### config.mk
export PLATFORM = sky130hd
export DESIGN_NAME = calc_display
export DESIGN_NICKNAME = d
export VERILOG_FILES = /design/src/rtl/calc_pkg.sv /design/src/rtl/hex7seg.sv /design/src/rtl/calc_display.sv
export SDC_FILE = /design/constraint.sdc
export NUM_CORES = 1
export LEC_CHECK = 0
export BUFFER_PORTS_ARGS = -buffer_cell sky130_fd_sc_hd__buf_4
export CORE_MARGIN = 2
export CORE_UTILIZATION = 60
export DETAILED_ROUTE_END_ITERATION = 10
export PLACE_DENSITY = 0.88
export RECOVER_POWER = 100
export SYNTH_ARGS = -nofsm -noshare
export SYNTH_HDL_FRONTEND = slang
export SYNTH_HIERARCHICAL = 1
export SYNTH_SLANG_ARGS = --single-unit
### constraint.sdc
create_clock -name clock -period 4.2 [get_ports clock]
set_input_delay 0.42 -clock clock [delete_from_list [all_inputs] [get_ports clock]]
set_output_delay 0.42 -clock clock [all_outputs]
set_load 0.05 [all_outputs]
### src/rtl/calc_pkg.sv
// Shared types and constants for the calculator display path.
package calc_pkg;
   typedef enum logic [1:0] {
      ST_ERRO    = 2'b00,
      ST_OCUPADO = 2'b01,
      ST_PRONTO  = 2'b10
   } status_t;

   localparam int NUM_DIGITS = 8;

   localparam logic [7:0] SEG_BLANK = 8'hFF;
   localparam logic [7:0] SEG_E     = 8'b1000_0110;
endpackage

### src/rtl/hex7seg.sv
// Hex nibble to active-low {dp,g,f,e,d,c,b,a} pattern; dp always off.
module hex7seg (
   input  logic [3:0] val_i,
   output logic [7:0] seg_o
);
   always_comb begin
      case (val_i)
         4'h0:    seg_o = 8'hC0;
         4'h1:    seg_o = 8'hF9;
         4'h2:    seg_o = 8'hA4;
         4'h3:    seg_o = 8'hB0;
         4'h4:    seg_o = 8'h99;
         4'h5:    seg_o = 8'h92;
         4'h6:    seg_o = 8'h82;
         4'h7:    seg_o = 8'hF8;
         4'h8:    seg_o = 8'h80;
         4'h9:    seg_o = 8'h90;
         4'hA:    seg_o = 8'h88;
         4'hB:    seg_o = 8'h83;
         4'hC:    seg_o = 8'hC6;
         4'hD:    seg_o = 8'hA1;
         4'hE:    seg_o = 8'h86;
         default: seg_o = 8'h8E;
      endcase
   end
endmodule

### src/rtl/calc_display.sv
// Captures the calculator digit stream into a shadow frame, commits it on
// the return to ready, and scans the visible frame onto 7-segment displays.
module calc_display #(
   parameter int NUM_DIGITS  = calc_pkg::NUM_DIGITS,
   parameter int REFRESH_DIV = 50000,
   parameter int BLINK_DIV   = 256,
   parameter int BLANK_LZ    = 1
) (
   input  logic                  clock,
   input  logic                  reset,
   input  logic [1:0]            status,
   input  logic [3:0]            data,
   input  logic [3:0]            pos,
   output logic [NUM_DIGITS-1:0] an,
   output logic [7:0]            seg,
   output logic                  frame_valid,
   output logic                  err
);
   import calc_pkg::*;

   localparam int IW = (NUM_DIGITS > 1) ? $clog2(NUM_DIGITS) : 1;
   localparam int RW = $clog2(REFRESH_DIV);
   localparam int BW = (BLINK_DIV > 1) ? $clog2(BLINK_DIV) : 1;

   logic [NUM_DIGITS-1:0][3:0] shadow_q, visible_q;
   logic [NUM_DIGITS-1:0]      seen_q, lz_blank;
   logic [1:0]                 status_q;
   logic [IW-1:0]              scan_idx_q;
   logic [RW-1:0]              refresh_cnt_q;
   logic [BW-1:0]              blink_cnt_q;
   logic                       blink_q, err_q, frame_valid_q;
   logic [NUM_DIGITS-1:0]      an_q, an_d;
   logic [7:0]                 seg_q, seg_d, dec_seg;
   logic                       pos_ok, capture, commit, tick, zero_above;

   assign pos_ok  = {1'b0, pos} < 5'(NUM_DIGITS);
   assign capture = (status != ST_PRONTO) && pos_ok;
   assign commit  = (status == ST_PRONTO) && (status_q != ST_PRONTO);
   assign tick    = (refresh_cnt_q == RW'(REFRESH_DIV - 1));

   // Walk down from the top digit; a digit is blank while everything above it is zero.
   always_comb begin
      lz_blank   = '0;
      zero_above = 1'b1;
      for (int k = NUM_DIGITS - 1; k > 0; k--) begin
         zero_above  = zero_above && (visible_q[k] == 4'd0);
         lz_blank[k] = zero_above && (BLANK_LZ != 0);
      end
   end

   hex7seg u_dec (
      .val_i (visible_q[scan_idx_q]),
      .seg_o (dec_seg)
   );

   always_comb begin
      an_d             = '1;
      an_d[scan_idx_q] = 1'b0;
      if (err_q)
         seg_d = (blink_q || (scan_idx_q != '0)) ? SEG_BLANK : SEG_E;
      else if (lz_blank[scan_idx_q])
         seg_d = SEG_BLANK;
      else
         seg_d = dec_seg;
   end

   always_ff @(posedge clock) begin
      if (reset) begin
         shadow_q      <= '0;
         visible_q     <= '0;
         seen_q        <= '0;
         status_q      <= ST_PRONTO;
         scan_idx_q    <= '0;
         refresh_cnt_q <= '0;
         blink_cnt_q   <= '0;
         blink_q       <= 1'b0;
         err_q         <= 1'b0;
         frame_valid_q <= 1'b0;
         an_q          <= '1;
         seg_q         <= SEG_BLANK;
      end else begin
         status_q      <= status;
         frame_valid_q <= commit && (&seen_q);
         if (status == ST_ERRO)
            err_q <= 1'b1;

         // Capture and commit are exclusive: capture needs status != ready.
         if (commit) begin
            seen_q <= '0;
            if (&seen_q)
               visible_q <= shadow_q;
         end else if (capture) begin
            shadow_q[pos[IW-1:0]] <= data;
            seen_q[pos[IW-1:0]]   <= 1'b1;
         end

         refresh_cnt_q <= tick ? '0 : refresh_cnt_q + 1'b1;
         if (tick) begin
            scan_idx_q <= (scan_idx_q == IW'(NUM_DIGITS - 1)) ? '0 : scan_idx_q + 1'b1;
            if (blink_cnt_q == BW'(BLINK_DIV - 1)) begin
               blink_cnt_q <= '0;
               blink_q     <= ~blink_q;
            end else begin
               blink_cnt_q <= blink_cnt_q + 1'b1;
            end
         end

         an_q  <= an_d;
         seg_q <= seg_d;
      end
   end

   assign an          = an_q;
   assign seg         = seg_q;
   assign frame_valid = frame_valid_q;
   assign err         = err_q;
endmodule

Word level (Yosys, flattened, before mapping)
Memory sizes are Yosys's and may differ from the RTL's.
Index checks and enable logic that the tools add are counted.
Cells by class
  $add $sub $neg: 3
  multiplexer cells: 16
  bitwise logic cells: 4
  $lt $le $gt $ge: 5
  eq/ne operators: 6
  reductions and logical operators: 27
Operators by type and width (number)
  32-bit bitwise mux: 1
  4-bit logical NOT: 7
  8-bit 2-to-1 mux: 3
  16-bit by 1-bit adder with 16-bit output, second input constant: 1
  16-bit equality test, second input constant: 1
  4-bit binary-select mux with 3-bit select: 1
  4-bit demux with 3-bit select: 1
  1-bit logical AND: 11
  9-bit AND reduction: 1
  8-bit by 1-bit adder with 8-bit output, second input constant: 1
  8-bit equality test, second input constant: 1
  3-bit by 4-bit less-than comparator with 1-bit output, second input constant: 2
  4-bit 2-to-1 mux: 2
  8-bit NOT: 1
  8-bit OR: 1
  8-bit AND reduction: 1
  7-bit 2-to-1 mux: 1
  1-bit demux with 3-bit select: 2
  3-bit by 1-bit >= comparator with 1-bit output, second input constant: 2
  4-bit less-than comparator, second input constant: 1
  2-bit != test, second input constant: 2
  2-bit AND reduction: 2
  2-bit OR reduction: 2
  3-bit by 1-bit adder with 3-bit output, second input constant: 1
  other kinds (9): 12
Storage, ports and cells
  input bits: 12
  bits in read-only memories: 112
  flip-flop bits (word level): 120
  memories: 1
Memory list
  (no name shown): words 16, width 7, rd ports 1, clocked after Yosys merged registers in 0, wr ports 0, line hex7seg.sv:7  | case (val_i)

Logic depth before layout (Yosys ltp)
  word-level depth: 11
  mapped depth: 9
  depth with buffers taken out: 8

By module
Netlist, hierarchy kept.
Modules (own cells, without submodules)
  calc_display: area an instance 4710.8 um^2, sequential area each 2402.3 um^2, cells each 517, instances 1
  hex7seg: area an instance 281.5 um^2, sequential area each 0.0 um^2, cells each 37, instances 1

Least setup slack after synthesis
Ideal clock, no wire load.
  path kind: reg-to-reg
  start: register scan_idx_q[0]
  end: register seg_q[1], in the netlist seg[1]
  arrival time: 2.785 ns
  path buffers: 1
  path slack: 1.281 ns
  required time: 4.066 ns
  stages on the path, launching flop included: 10
  path through: dfxtp_1 > clkbuf_1 > mux4_2 > mux2_2 > inv_1 > ha_1 > inv_1 > mux2i_1 > a32o_1 > or4_1
On the way
  cells in the longest elaborated chain, start to end: 5
  elaborated cells on any way between the ends: 7
  those cells by class: mux (6); memory (1)
Ends and longest elaborated chain
  from (decl): line calc_display.sv:28  | logic [IW-1:0] scan_idx_q;
  from (signal assigned): line calc_display.sv:99  | scan_idx_q <= (scan_idx_q == IW'(NUM_DIGITS - 1)) ? '0 : scan_idx_q + 1'b1;
  4-bit binary-select mux with 3-bit select: line calc_display.sv:52  | .val_i (visible_q[scan_idx_q]),
  4-bit 2-to-1 mux (not written as such): line calc_display.sv:52
  memory read 16 x 7 bit
  named net dec_seg[1]: line calc_display.sv:33  | logic [7:0] seg_q, seg_d, dec_seg;
  8-bit 2-to-1 mux: line calc_display.sv:61  | else if (lz_blank[scan_idx_q])
  8-bit 2-to-1 mux: line calc_display.sv:59  | if (err_q)
  to (signal assigned): line calc_display.sv:109  | seg_q <= seg_d;
  to (decl): line calc_display.sv:33
The timed path passes the listed nets, and every way through them passes these cells. The select of a mux whose other input is x is not followed.
A chain may end at the register's enable or synchronous reset.

Worst setup path in the final report
Ends and elaborated chain as after synthesis.

==> metrics.txt <==
antenna violations before repair 0; GRT Resource Usage Total 0.2642; Core Area 8134 um2; r2r setup slk 1.08 ns; placed cell area 5209 um2; Synth Warn # 6; Finish-stage setup viols 0; register area 2402 um2; PwrDens 461.4 nW/um2; Area Growth Syn to Fin 13.83%; CP dominant cell by count inv_1; synth top area cells dfxtp_1 48%, mux2i_1 7.8%, nand2_1 6.5%; Clock Skews 0.008609 ns; port buffer count 29; CP max stage delay 0.73 ns; crit-path max FO 16; Slowest-stage cell, CP dfxtp_1; Post-Synth Adder-Cell Area 0.03008; Slew Viols, Final 0; Worst EP required 4.59 ns; global-route wire length before repair 18.25 mm; run status finished, final reports clean; Async S/R FF share, synth 0; Post-Layout Inst Area 5683 um2; routed len/inst 16.35 um; CP Capture Type flop; Die X 95.22 um; synthesized cell area 4992 um2; area of the multi-input gates 2392 um2; CP Buf/Inv Count 2; post-route antenna net violation count 0; # fillers 570; Num Clock Sinks 120; grt ovf 0; hold buffers post-CTS 0; largest family of logic cells by synthesized area simple AND/OR/NAND/NOR gates; area share of the largest cell type after synthesis 0.4812; synthesized instance count 554; crit path kind flop to flop; std cell rows 33; post-synthesis mux area share 0.1233; DIE AREA 9066 um2; layout cells sized above 1 0.08950; CTS buffer count 17; routability cong. 0.8719; DR DRC count 0; Post-CTS Setup Inserts 0; Post-synth EDFFs 0; max-cap viol count 0; Final nets 593; First DRT Iteration DRCs 341; clk buf depth 2; post-synthesis sequential area ratio 0.4812; Ports 30; Tcrit/Tclk final 0.7421; most frequent cells in the layout 120 x dfxtp_1, 87 x nand2_1, 84 x nor2_1, 45 x a21oi_1, 39 x mux2i_1; Yosys cell types 46; total routed wirelength 11.22 mm; vias per cell 5.845; Fin. Hold Viols 0; CP startpoint kind flop; Leak 2.025 nW; Top FF cell, synth dfxtp_1; Hold Slack 0.1505 ns; crit-path leading delay family multiplexers; fmax 320.8 MHz; worst path arrival time 3.51 ns; post-synthesis cell type with the largest combined area dfxtp_1; XOR/XNOR share of the synthesized area 0.02632; most common cell after layout, fill and taps aside dfxtp_1; crit path cell chain mux4_2, mux2_1, inv_1, ha_1, inv_1, mux2i_1, a32o_1, or4_1; Detailed Routing Iterations Pass 1 5; Slew headroom 0.2560; Synth Area in Simple Gates 0.2085; Clock Latency Late Sink 0.52 ns; Synth Area in Compound Gates 0.09098; TritonCTS clock tree yes; syn nets 578; post_cts resized 0; unrepaired setup endpoints after global routing false; CTS root buffer clkbuf_8; Max IR drop VDD 0.2269 mV; Period minus WS final 3.117 ns; HPWL after DPL 7.134 mm; vias in the first global route 3,809; H-Tree Depth 4; syn avg cell area 9.011 um2; worst hold path class input pin to flop; largest net degree at the start of global routing 91; Vias 4,010; Die H 95.22 um; antenna cells 0; worst slew pin tran 1.107 ns; starting density of the core 0.6138; Fin Setup TNS 0 ns; synthesized flop and latch total 120; Reg clk slew, reported paths 0.06 ns
[report_power, final]
part | total (W) | leakage [nW] | switching [W] | internal [W]
clock | 0.00136 | 0.264 | 0.000492 | 0.000868
combinational | 0.0000954 | 0.789 | 0.0000680 | 0.0000274
sequential | 0.00117 | 0.972 | 0.0000106 | 0.00116
total | 0.00262 | 2.02 | 0.000570 | 0.00205
[flip-flops by register name, indices dropped and copies added (netlist names)]
signal         count
shadow_q          32
visible_q         32
refresh_cnt_q     16
an                 8
blink_cnt_q        8
seen_q             8
seg                8
scan_idx_q         3
status_q           2
blink_q            1
err                1
frame_valid        1
[cells by family after synthesis]
group	count (synthesis)
adder cells (fa/ha/maj)	12
buffers and inverters	47
multiplexers	50
XOR/XNOR	15
flip-flops	120
AO/OA/AOI/OAI	77
AND/OR/NAND/NOR	232
other	1
[area by class of cell]
cell class              count  share of cell area
multi-input cells         387              0.4210
clock buffers              23             0.08036
repair buffers             30             0.02708
well taps                 105             0.02312
clock inverters             8             0.01717
flip-flops and latches    120              0.4227
inverters                  13            0.008587
[worst paths after layout]
path,startpoint,end,cells after the start
max,scan_idx_q[0],seg[1],8
min,status[1],status_q[1],2
max reg2reg,scan_idx_q[0],seg[1],8
min reg2reg,shadow_q[26],visible_q[26],2
[synthesized netlist by cell type (all sizes together), types with 4 or more instances]
cell      n
o21ai     9
nor2     84
nand4     6
xnor2     7
mux4      9
nor4      9
nand3     8
nor2b     5
inv      13
a21oi    45
o31a      5
or3       6
nand2b    4
or4       6
nor3      6
xor2      8
clkbuf   29
buf       5
dfxtp   120
mux2i    39
o21a      9
ha       12
nand2    87
[metrics by stage]
stage / power, W / utilization / instances / worst slack [ns]
global route: 0.002698 / 0.6987 / 686 / 0.8969
CTS: 0.002635 / 0.7085 / 686 / 1.157
detailed placement: 0.001291 / 0.6404 / 655 / 1.204
finish: 0.002622 / 0.6987 / 686 / 1.083
floorplan: 0.001261 / - / 554 / 1.281
global placement: 0.001289 / 0.6404 / 655 / 1.276
[metal layers]
metal / vias to the layer above / GRT usage / part of all wire
li1: 1917 / - / -
met1: 1918 / 0.3218 / 0.41
met2: 148 / 0.4390 / 0.50
met3: 27 / 0.08063 / 0.065
met4: 0 / 0.1002 / 0.019
met5: - / 0 / 0
No activity file was read; power rests on OpenSTA's default activity.
